### config.mk
export PLATFORM = sky130hd
export DESIGN_NAME = riscv_mc_control
export DESIGN_NICKNAME = d
export VERILOG_FILES = /design/src/rtl/riscv_mc_pkg.sv /design/src/rtl/riscv_mc_outdec.sv /design/src/rtl/riscv_mc_control.sv
export SDC_FILE = /design/constraint.sdc
export NUM_CORES = 1
export LEC_CHECK = 0
export ABC_CLOCK_PERIOD_IN_PS = 1960
export CAP_MARGIN = 20
export CORE_MARGIN = 8
export CORE_UTILIZATION = 40
export DETAILED_ROUTE_END_ITERATION = 10
export DONT_BUFFER_PORTS = 1
export HOLD_SLACK_MARGIN = 0.15
export PLACE_DENSITY = 0.52
export REMOVE_ABC_BUFFERS = 1
export SLEW_MARGIN = 15
export SYNTH_ARGS = -nofsm -noshare
export SYNTH_HDL_FRONTEND = slang
export SYNTH_SLANG_ARGS = --single-unit
### constraint.sdc
create_clock -name CLOCK_20 -period 1.96 [get_ports CLOCK_20]
set_input_delay 0.392 -clock CLOCK_20 [delete_from_list [all_inputs] [get_ports CLOCK_20]]
set_output_delay 0.392 -clock CLOCK_20 [all_outputs]
set_load 0.03 [all_outputs]
### src/rtl/riscv_mc_pkg.sv
// riscv_mc_pkg: state encodings, opcodes and datapath select encodings for the multi-cycle controller
package riscv_mc_pkg;

   typedef enum logic [3:0] {
      S_IDLE     = 4'd0,
      S_FETCH    = 4'd1,
      S_DECODE   = 4'd2,
      S_MEMADR   = 4'd3,
      S_MEMREAD  = 4'd4,
      S_MEMWB    = 4'd5,
      S_MEMWRITE = 4'd6,
      S_EXECR    = 4'd7,
      S_EXECI    = 4'd8,
      S_JAL      = 4'd9,
      S_ALUWB    = 4'd10,
      S_BEQ      = 4'd11,
      S_TRAP     = 4'd12
   } state_t;

   localparam logic [6:0] OP_LOAD   = 7'b0000011;
   localparam logic [6:0] OP_STORE  = 7'b0100011;
   localparam logic [6:0] OP_RTYPE  = 7'b0110011;
   localparam logic [6:0] OP_ITYPE  = 7'b0010011;
   localparam logic [6:0] OP_BRANCH = 7'b1100011;
   localparam logic [6:0] OP_JAL    = 7'b1101111;

   localparam logic [1:0] SRCA_PC    = 2'b00;
   localparam logic [1:0] SRCA_OLDPC = 2'b01;
   localparam logic [1:0] SRCA_RS1   = 2'b10;

   localparam logic [1:0] SRCB_RS2  = 2'b00;
   localparam logic [1:0] SRCB_IMM  = 2'b01;
   localparam logic [1:0] SRCB_FOUR = 2'b10;

   localparam logic [1:0] RES_ALUREG  = 2'b00;
   localparam logic [1:0] RES_MEMDATA = 2'b01;
   localparam logic [1:0] RES_ALUOUT  = 2'b10;

   localparam logic [1:0] ALU_ADD   = 2'b00;
   localparam logic [1:0] ALU_SUB   = 2'b01;
   localparam logic [1:0] ALU_FUNCT = 2'b10;

   // Dispatch target out of DECODE; anything unrecognised traps.
   function automatic state_t decode_target(input logic [6:0] op);
      case (op)
         OP_LOAD, OP_STORE: return S_MEMADR;
         OP_RTYPE:          return S_EXECR;
         OP_ITYPE:          return S_EXECI;
         OP_BRANCH:         return S_BEQ;
         OP_JAL:            return S_JAL;
         default:           return S_TRAP;
      endcase
   endfunction

endpackage

### src/rtl/riscv_mc_outdec.sv
// riscv_mc_outdec: combinational state-to-control decode for the multi-cycle controller
module riscv_mc_outdec
   import riscv_mc_pkg::*;
(
   input  state_t     state,
   input  logic       mem_ready,
   input  logic       zero,
   output logic       pc_write,
   output logic       ir_write,
   output logic       adr_src,
   output logic       mem_re,
   output logic       mem_we,
   output logic       reg_write,
   output logic [1:0] alu_src_a,
   output logic [1:0] alu_src_b,
   output logic [1:0] alu_op,
   output logic [1:0] result_src
);

   logic pc_update;
   logic branch;

   // Moore decode per state; only the fetch handshake and branch outcome qualify PC/IR loads.
   always_comb begin
      pc_update  = 1'b0;
      branch     = 1'b0;
      ir_write   = 1'b0;
      adr_src    = 1'b0;
      mem_re     = 1'b0;
      mem_we     = 1'b0;
      reg_write  = 1'b0;
      alu_src_a  = SRCA_PC;
      alu_src_b  = SRCB_RS2;
      alu_op     = ALU_ADD;
      result_src = RES_ALUREG;
      case (state)
         S_FETCH: begin
            mem_re     = 1'b1;
            alu_src_b  = SRCB_FOUR;
            result_src = RES_ALUOUT;
            ir_write   = mem_ready;
            pc_update  = mem_ready;
         end
         S_DECODE: begin
            alu_src_a = SRCA_OLDPC;
            alu_src_b = SRCB_IMM;
         end
         S_MEMADR: begin
            alu_src_a = SRCA_RS1;
            alu_src_b = SRCB_IMM;
         end
         S_MEMREAD: begin
            adr_src = 1'b1;
            mem_re  = 1'b1;
         end
         S_MEMWB: begin
            result_src = RES_MEMDATA;
            reg_write  = 1'b1;
         end
         S_MEMWRITE: begin
            adr_src = 1'b1;
            mem_we  = 1'b1;
         end
         S_EXECR: begin
            alu_src_a = SRCA_RS1;
            alu_op    = ALU_FUNCT;
         end
         S_EXECI: begin
            alu_src_a = SRCA_RS1;
            alu_src_b = SRCB_IMM;
            alu_op    = ALU_FUNCT;
         end
         S_JAL: begin
            alu_src_a = SRCA_OLDPC;
            alu_src_b = SRCB_FOUR;
            pc_update = 1'b1;
         end
         S_ALUWB: reg_write = 1'b1;
         S_BEQ: begin
            alu_src_a = SRCA_RS1;
            alu_op    = ALU_SUB;
            branch    = 1'b1;
         end
         default: ;
      endcase
      pc_write = pc_update | (branch & zero);
   end

endmodule

### src/rtl/riscv_mc_control.sv
// riscv_mc_control: multi-cycle RV32I main controller with shared memory port, stall handshake and sticky trap
module riscv_mc_control
   import riscv_mc_pkg::*;
#(
   parameter int RETIRE_CNT_W = 32
)(
   input  logic                    CLOCK_20,
   input  logic                    reset,
   input  logic [6:0]              opcode,
   input  logic                    zero,
   input  logic                    mem_ready,
   output logic                    pc_write,
   output logic                    ir_write,
   output logic                    adr_src,
   output logic                    mem_re,
   output logic                    mem_we,
   output logic                    reg_write,
   output logic [1:0]              alu_src_a,
   output logic [1:0]              alu_src_b,
   output logic [1:0]              alu_op,
   output logic [1:0]              result_src,
   output logic [3:0]              state,
   output logic                    illegal_instr,
   output logic [RETIRE_CNT_W-1:0] retire_cnt
);

   state_t cur;
   state_t nxt;
   logic   retire;

   // Next-state selection; memory states hold until the handshake completes.
   always_comb begin
      nxt = cur;
      case (cur)
         S_IDLE:                   nxt = S_FETCH;
         S_FETCH:                  nxt = mem_ready ? S_DECODE : S_FETCH;
         S_DECODE:                 nxt = decode_target(opcode);
         S_MEMADR:                 nxt = (opcode == OP_STORE) ? S_MEMWRITE : S_MEMREAD;
         S_MEMREAD:                nxt = mem_ready ? S_MEMWB : S_MEMREAD;
         S_MEMWRITE:               nxt = mem_ready ? S_FETCH : S_MEMWRITE;
         S_EXECR, S_EXECI, S_JAL:  nxt = S_ALUWB;
         S_MEMWB, S_ALUWB, S_BEQ:  nxt = S_FETCH;
         default:                  nxt = S_TRAP;
      endcase
   end

   assign retire = (cur == S_MEMWB) || (cur == S_ALUWB) || (cur == S_BEQ) ||
                   ((cur == S_MEMWRITE) && mem_ready);

   // State register, sticky trap flag and retired-instruction counter.
   always_ff @(posedge CLOCK_20 or posedge reset) begin
      if (reset) begin
         cur           <= S_IDLE;
         illegal_instr <= 1'b0;
         retire_cnt    <= '0;
      end else begin
         cur <= nxt;
         if (nxt == S_TRAP) illegal_instr <= 1'b1;
         if (retire) retire_cnt <= retire_cnt + RETIRE_CNT_W'(1);
      end
   end

   assign state = cur;

   riscv_mc_outdec u_outdec (
      .state      (cur),
      .mem_ready  (mem_ready),
      .zero       (zero),
      .pc_write   (pc_write),
      .ir_write   (ir_write),
      .adr_src    (adr_src),
      .mem_re     (mem_re),
      .mem_we     (mem_we),
      .reg_write  (reg_write),
      .alu_src_a  (alu_src_a),
      .alu_src_b  (alu_src_b),
      .alu_op     (alu_op),
      .result_src (result_src)
   );

endmodule

Word-level counts from Yosys, hierarchy flattened --
Cells that the tools add are included.
Word-level totals: flip-flop bits (word level) 37, bits in latches 0, bits in writable memories 0, ROM bits 0, bits of input ports 11, logic and storage cells 57, memories 0
Cells by class: add/subtract/negate cells 1, multipliers 0, div/mod/pow operators 0, $lt $le $gt $ge 0, equal/unequal tests 18, shifts and indexed selects 0, muxes and demuxes 17, bitwise operators 2, reduce and logical (&&, ||, !) cells 16
Operator list (count):
- $add 32x1->32 const B | 1
- $pmux 4 s7 | 1
- $eq 4x4->1 const B | 5
- $pmux 4 s5 | 1
- $eq 4x3->1 const B | 4
- $pmux 2 s2 | 4
- $eq 7x6->1 const B | 2
- $eq 7x7->1 const B | 2
- $reduce_or 2->1 | 7
- $eq 4x2->1 const B | 2
- $reduce_or 4->1 | 2
- $eq 7x2->1 const B | 1
- $eq 7x5->1 const B | 1
- $mux 1 | 7
- $reduce_or 3->1 | 2
- $eq 4x1->1 const B | 1
- $logic_not 4->1 | 1
- $mux 2 | 2
- $logic_or 1x1->1 | 3
- $mux 3 | 1
- $pmux 1 s2 | 1
- $and 1x1->1 | 1
- $logic_and 1x1->1 | 1
- $or 1x1->1 | 1

Depth between registers and ports, before layout --
depth after elaboration 5, depth in mapped cells 7

Cells and area by module --
From an unflattened synthesis, not the netlist that was laid out.
Unflattened totals: cells, all modules 212, area total of the unflattened synthesis 2080.7 sq um
By module, submodules not included:
- riscv_mc_control | times used 1, cells each 179, area an instance 1855.5 sq um, sequential area each 925.9 sq um
- riscv_mc_outdec | times used 1, cells each 33, area an instance 225.2 sq um, sequential area each 0.0 sq um

Worst setup path before layout --
Ideal clock, no wire load.
path kind register to output, start point register cur[3] (netlist: state[3]), end point output port ir_write, data arrival time 1.923 ns, required time 1.568 ns, setup slack -0.355 ns, stages on the path, launching flop included 4, buffers on the path 1, cell sequence dfrtp_1 -> clkbuf_1 -> nor3_1 -> and2_1
On the way: word-level cells in the longest chain between the ends 2
RTL lines:
- from (decl) | line riscv_mc_control.sv:27 | state_t cur;
- from (signal assigned) | line riscv_mc_control.sv:57 | cur <= nxt;
- $eq 4x1->1 | line riscv_mc_outdec.sv:36 | case (state)
- $mux 1 | line riscv_mc_outdec.sv:36
- to (decl) | line riscv_mc_control.sv:13 | output logic ir_write,
Every way passes these cells.

Worst setup path after layout --
start point register cur[1] (netlist: state[1]), end point output port pc_write
On the way: word-level cells in the longest chain between the ends 4, elaborated cells between the ends (all ways) 7
RTL lines:
- $eq 4x4->1 | line riscv_mc_outdec.sv:36
- $mux 1 | line riscv_mc_outdec.sv:36
- $and 1x1->1 | line riscv_mc_outdec.sv:86 | pc_write = pc_update | (branch & zero);
- $or 1x1->1 (*) | line riscv_mc_outdec.sv:86
- to (decl) | line riscv_mc_control.sv:12 | output logic pc_write,
Every way passes the cells marked *; elsewhere a longest branch is shown, timed or not.

==> key figures <==
STA
  • Unrepaired setup endpoints after global routing: false
  • Final hold vios: 0
  • Slew Limit Headroom: 0.698
  • Slew Viols, Final: 0
  • Worst-margin pin slew: 0.453 ns
  • Clk_skew: 0.0106 ns
  • F_max: 531 MHz
  • Tcrit/Tclk final: 0.961
  • Final setup vio count: 0
  • PnR worst setup slack: 0.0765 ns
  • Clock period minus worst slack: 1.88 ns
  • Sum Neg Setup Slack: 0 ns

Die
  • Die X: 86.7 um
  • # IOs: 62
  • Core box area: 4790 um^2
  • Die area: 7520 um^2
  • Row cnt: 25
  • Starting density of the core: 0.418
  • Die Ht: 86.7 um

Synth
  • Post-synth ARST share: 1.00
  • Synth cell types: 42
  • Synth Flop Type: dfrtp_1
  • Post-synth EDFFs: 0
  • Seq/Total Area, Yosys: 0.463
  • Synth warn: 0
  • Flop and latch count out of synthesis: 37
  • Post-synthesis cell count: 204
  • Avg Cell Area, Syn: 9.81 um^2
  • Area of the mapped netlist: 2000 um^2

Final layout
  • Diodes inserted: 0
  • Layout Utilization: 0.533
  • Fillers: 444
  • Multi-input gate area: 1020 um^2
  • P&R area growth vs syn: 27.4%
  • Post-route cell area: 2550 um^2
  • # nets final: 264
  • Sequential cell area: 928 um^2
  • Layout cells sized above 1: 0.273

Drt
  • Post-route DRC violation count: 0
  • Post-route ant nets: 0
  • DRT Pass-1 Iters: 4
  • DRT Wirelength: 5160 um
  • Vias: 1,671
  • DRT iter0 DRCs: 56
  • Routed len/inst: 16.1 um
  • Via density: 5.22

Power and ir drop
  • PD cells: 1300 nW/um^2
  • Static Leakage: 1.17 nW
  • Maximum vdd drop: 0.697 mV
  • Power Total: 0.00332 W

Global route
  • Gr usage total: 0.140
  • Vias in the first global route: 1,697
  • First-pass GRT wire length: 8420 um
  • Pin count of the biggest net entering global routing: 38
  • Initial antenna violation count: 0
  • GRT overflow: 0

Placed design
  • Number of buffers added on ports: 0
  • Cell Area, Placed: 2380 um^2
  • Final GP Congestion: 0.861
  • DP Worst Slack: 0.0834 ns
  • Final HPWL DP: 3960 um

Clocking
  • Num Clock Sinks: 37
  • CTS tree: built
  • CTS Buf Count: 5
  • Clock Latency Late Sink: 0.29 ns
  • # H-tree levels: 2
  • Clock-pin transition on the worst setup and hold timing paths: 0.07 ns
  • CTS root buf: clkbuf_8
  • Clock buffer depth: 2

Worst setup path
  • Crit path launch type: flip-flop
  • CP max stage cell: dfrtp_2
  • Most used cell, CP: buf_4
  • Worst Setup End Kind: output port
  • CP cell instances: buf_4 -> buf_6 -> o21bai_1 -> a21oi_1 -> buf_4
  • CP Class: flip-flop to output port
  • Delay-heaviest family, CP: buffers and inverters
  • CP arrival: 1.49 ns
  • Worst Path Max Fanout: 9
  • Slowest Stage Delay on Critical Path: 0.44 ns
  • WP data required: 1.57 ns
  • Number of buffers and inverters on the critical path: 3

Min path
  • Hold Crit Class: input pin to flip-flop

Outcome
  • Status: finished, final reports clean

Flow run
  • Maxcap violations: 0
## synth_stat cells, drive strengths merged (2+ instances only)
master	number	area, um^2
nor2b	5	31.3
a21o	4	37.5
nand4	7	50.1
o22ai	2	12.5
and2	5	31.3
nand2	22	82.6
nand2b	5	38.8
a21oi	7	35.0
inv	5	18.8
nand3	17	85.1
and3	7	43.8
o21ai	2	10.0
xor2	5	43.8
a221o	2	20.0
dfrtp	37	926
clkbuf	4	15.0
a211oi	3	40.0
buf	4	31.3
xnor2	26	228
and4	5	43.8
nor2	15	56.3
nor3	2	10.0
## final cells by class
| class | instances | area share |
|---|---|---|
| Timing Repair Buffer | 49 | 0.154 |
| Clock inverter | 1 | 0.00343 |
| Tap cell | 67 | 0.0329 |
| Sequential cell | 37 | 0.364 |
| Inverter | 5 | 0.00736 |
| Clock buffer | 7 | 0.0378 |
| Multi-Input combinational cell | 154 | 0.400 |
## report_power, final
| group | internal (W) | switching, W |
|---|---|---|
| registers | 0.000877 | 0.000128 |
| clock network | 0.000324 | 0.000267 |
| logic | 0.000618 | 0.00110 |
| total | 0.00182 | 0.00150 |
## cell families after synthesis
kind of cell,after synthesis,synth area share
buffers and inverters,13,0.0325
adders and majority gates,1,0.00625
AOI/OAI and AO/OA,26,0.103
muxes,2,0.0106
DFF,37,0.463
xor gates and xnor gates,31,0.136
and+or+nand+nor,94,0.250
## registers in the layout, indices dropped and copies added, names as in the netlist
name,cells
retire_cnt,32
state,4
illegal_instr,1
## layer usage
metal  up-vias  global-route usage  routed length [um]
li1        801                   -                   -
met1       817               0.150                2020
met2        45               0.246                2650
met3         8              0.0529                 410
met4         0              0.0501                  77
met5         -                   0                   0
## through the flow
step | hold slack, ns | std cells
floorplan | 0.572 | 196
global placement | 0.408 | 309
detailed placement | 0.420 | 309
CTS | 0.401 | 318
global route | 0.414 | 320
finish | 0.417 | 320
## layout by cell type, fill, tap and decap left out, types with 2 or more instances in the layout
cell / n
o22ai_1: 2
nor3_1: 2
dfrtp_1: 35
nand4_1: 6
and2_1: 5
o21ai_0: 2
nor2_1: 15
nor2b_1: 4
and3_1: 7
clkbuf_8: 7
nand2b_1: 4
and4_1: 5
nand3_1: 17
xor2_1: 5
nand2_1: 21
buf_6: 3
inv_1: 4
a211oi_2: 2
a21oi_1: 7
dfrtp_2: 2
buf_4: 44
a21o_1: 3
xnor2_1: 26
a221o_1: 2
## path summary, 6_finish.rpt
| path | startpoint | endpoint | slack, ns | depth (start not counted) |
|---|---|---|---|---|
| worst min-delay path | opcode[4] | state[1] | 0.42 | 2 |
| worst min register to register | retire_cnt[0] | retire_cnt[0] | 0.56 | 1 |
| min in group asynchronous | reset | retire_cnt[25] | 0.65 | 3 |
| worst max register to register | state[3] | retire_cnt[31] | 0.20 | 6 |
| worst max-delay path | state[1] | pc_write | 0.08 | 5 |
| max in group asynchronous | reset | state[1] | 0.96 | 3 |
## what timing repair did
action / 4_1_cts / 5_1_grt
endpoints found under the hold margin: 37 / 0
endpoints found under the setup margin: 3 / 10
resized for setup: 3 / 6
setup buffers: 0 / 2
pin swaps: 0 / 1
hold buffers: 1 / 0
Power figures use the tool's default switching activity.
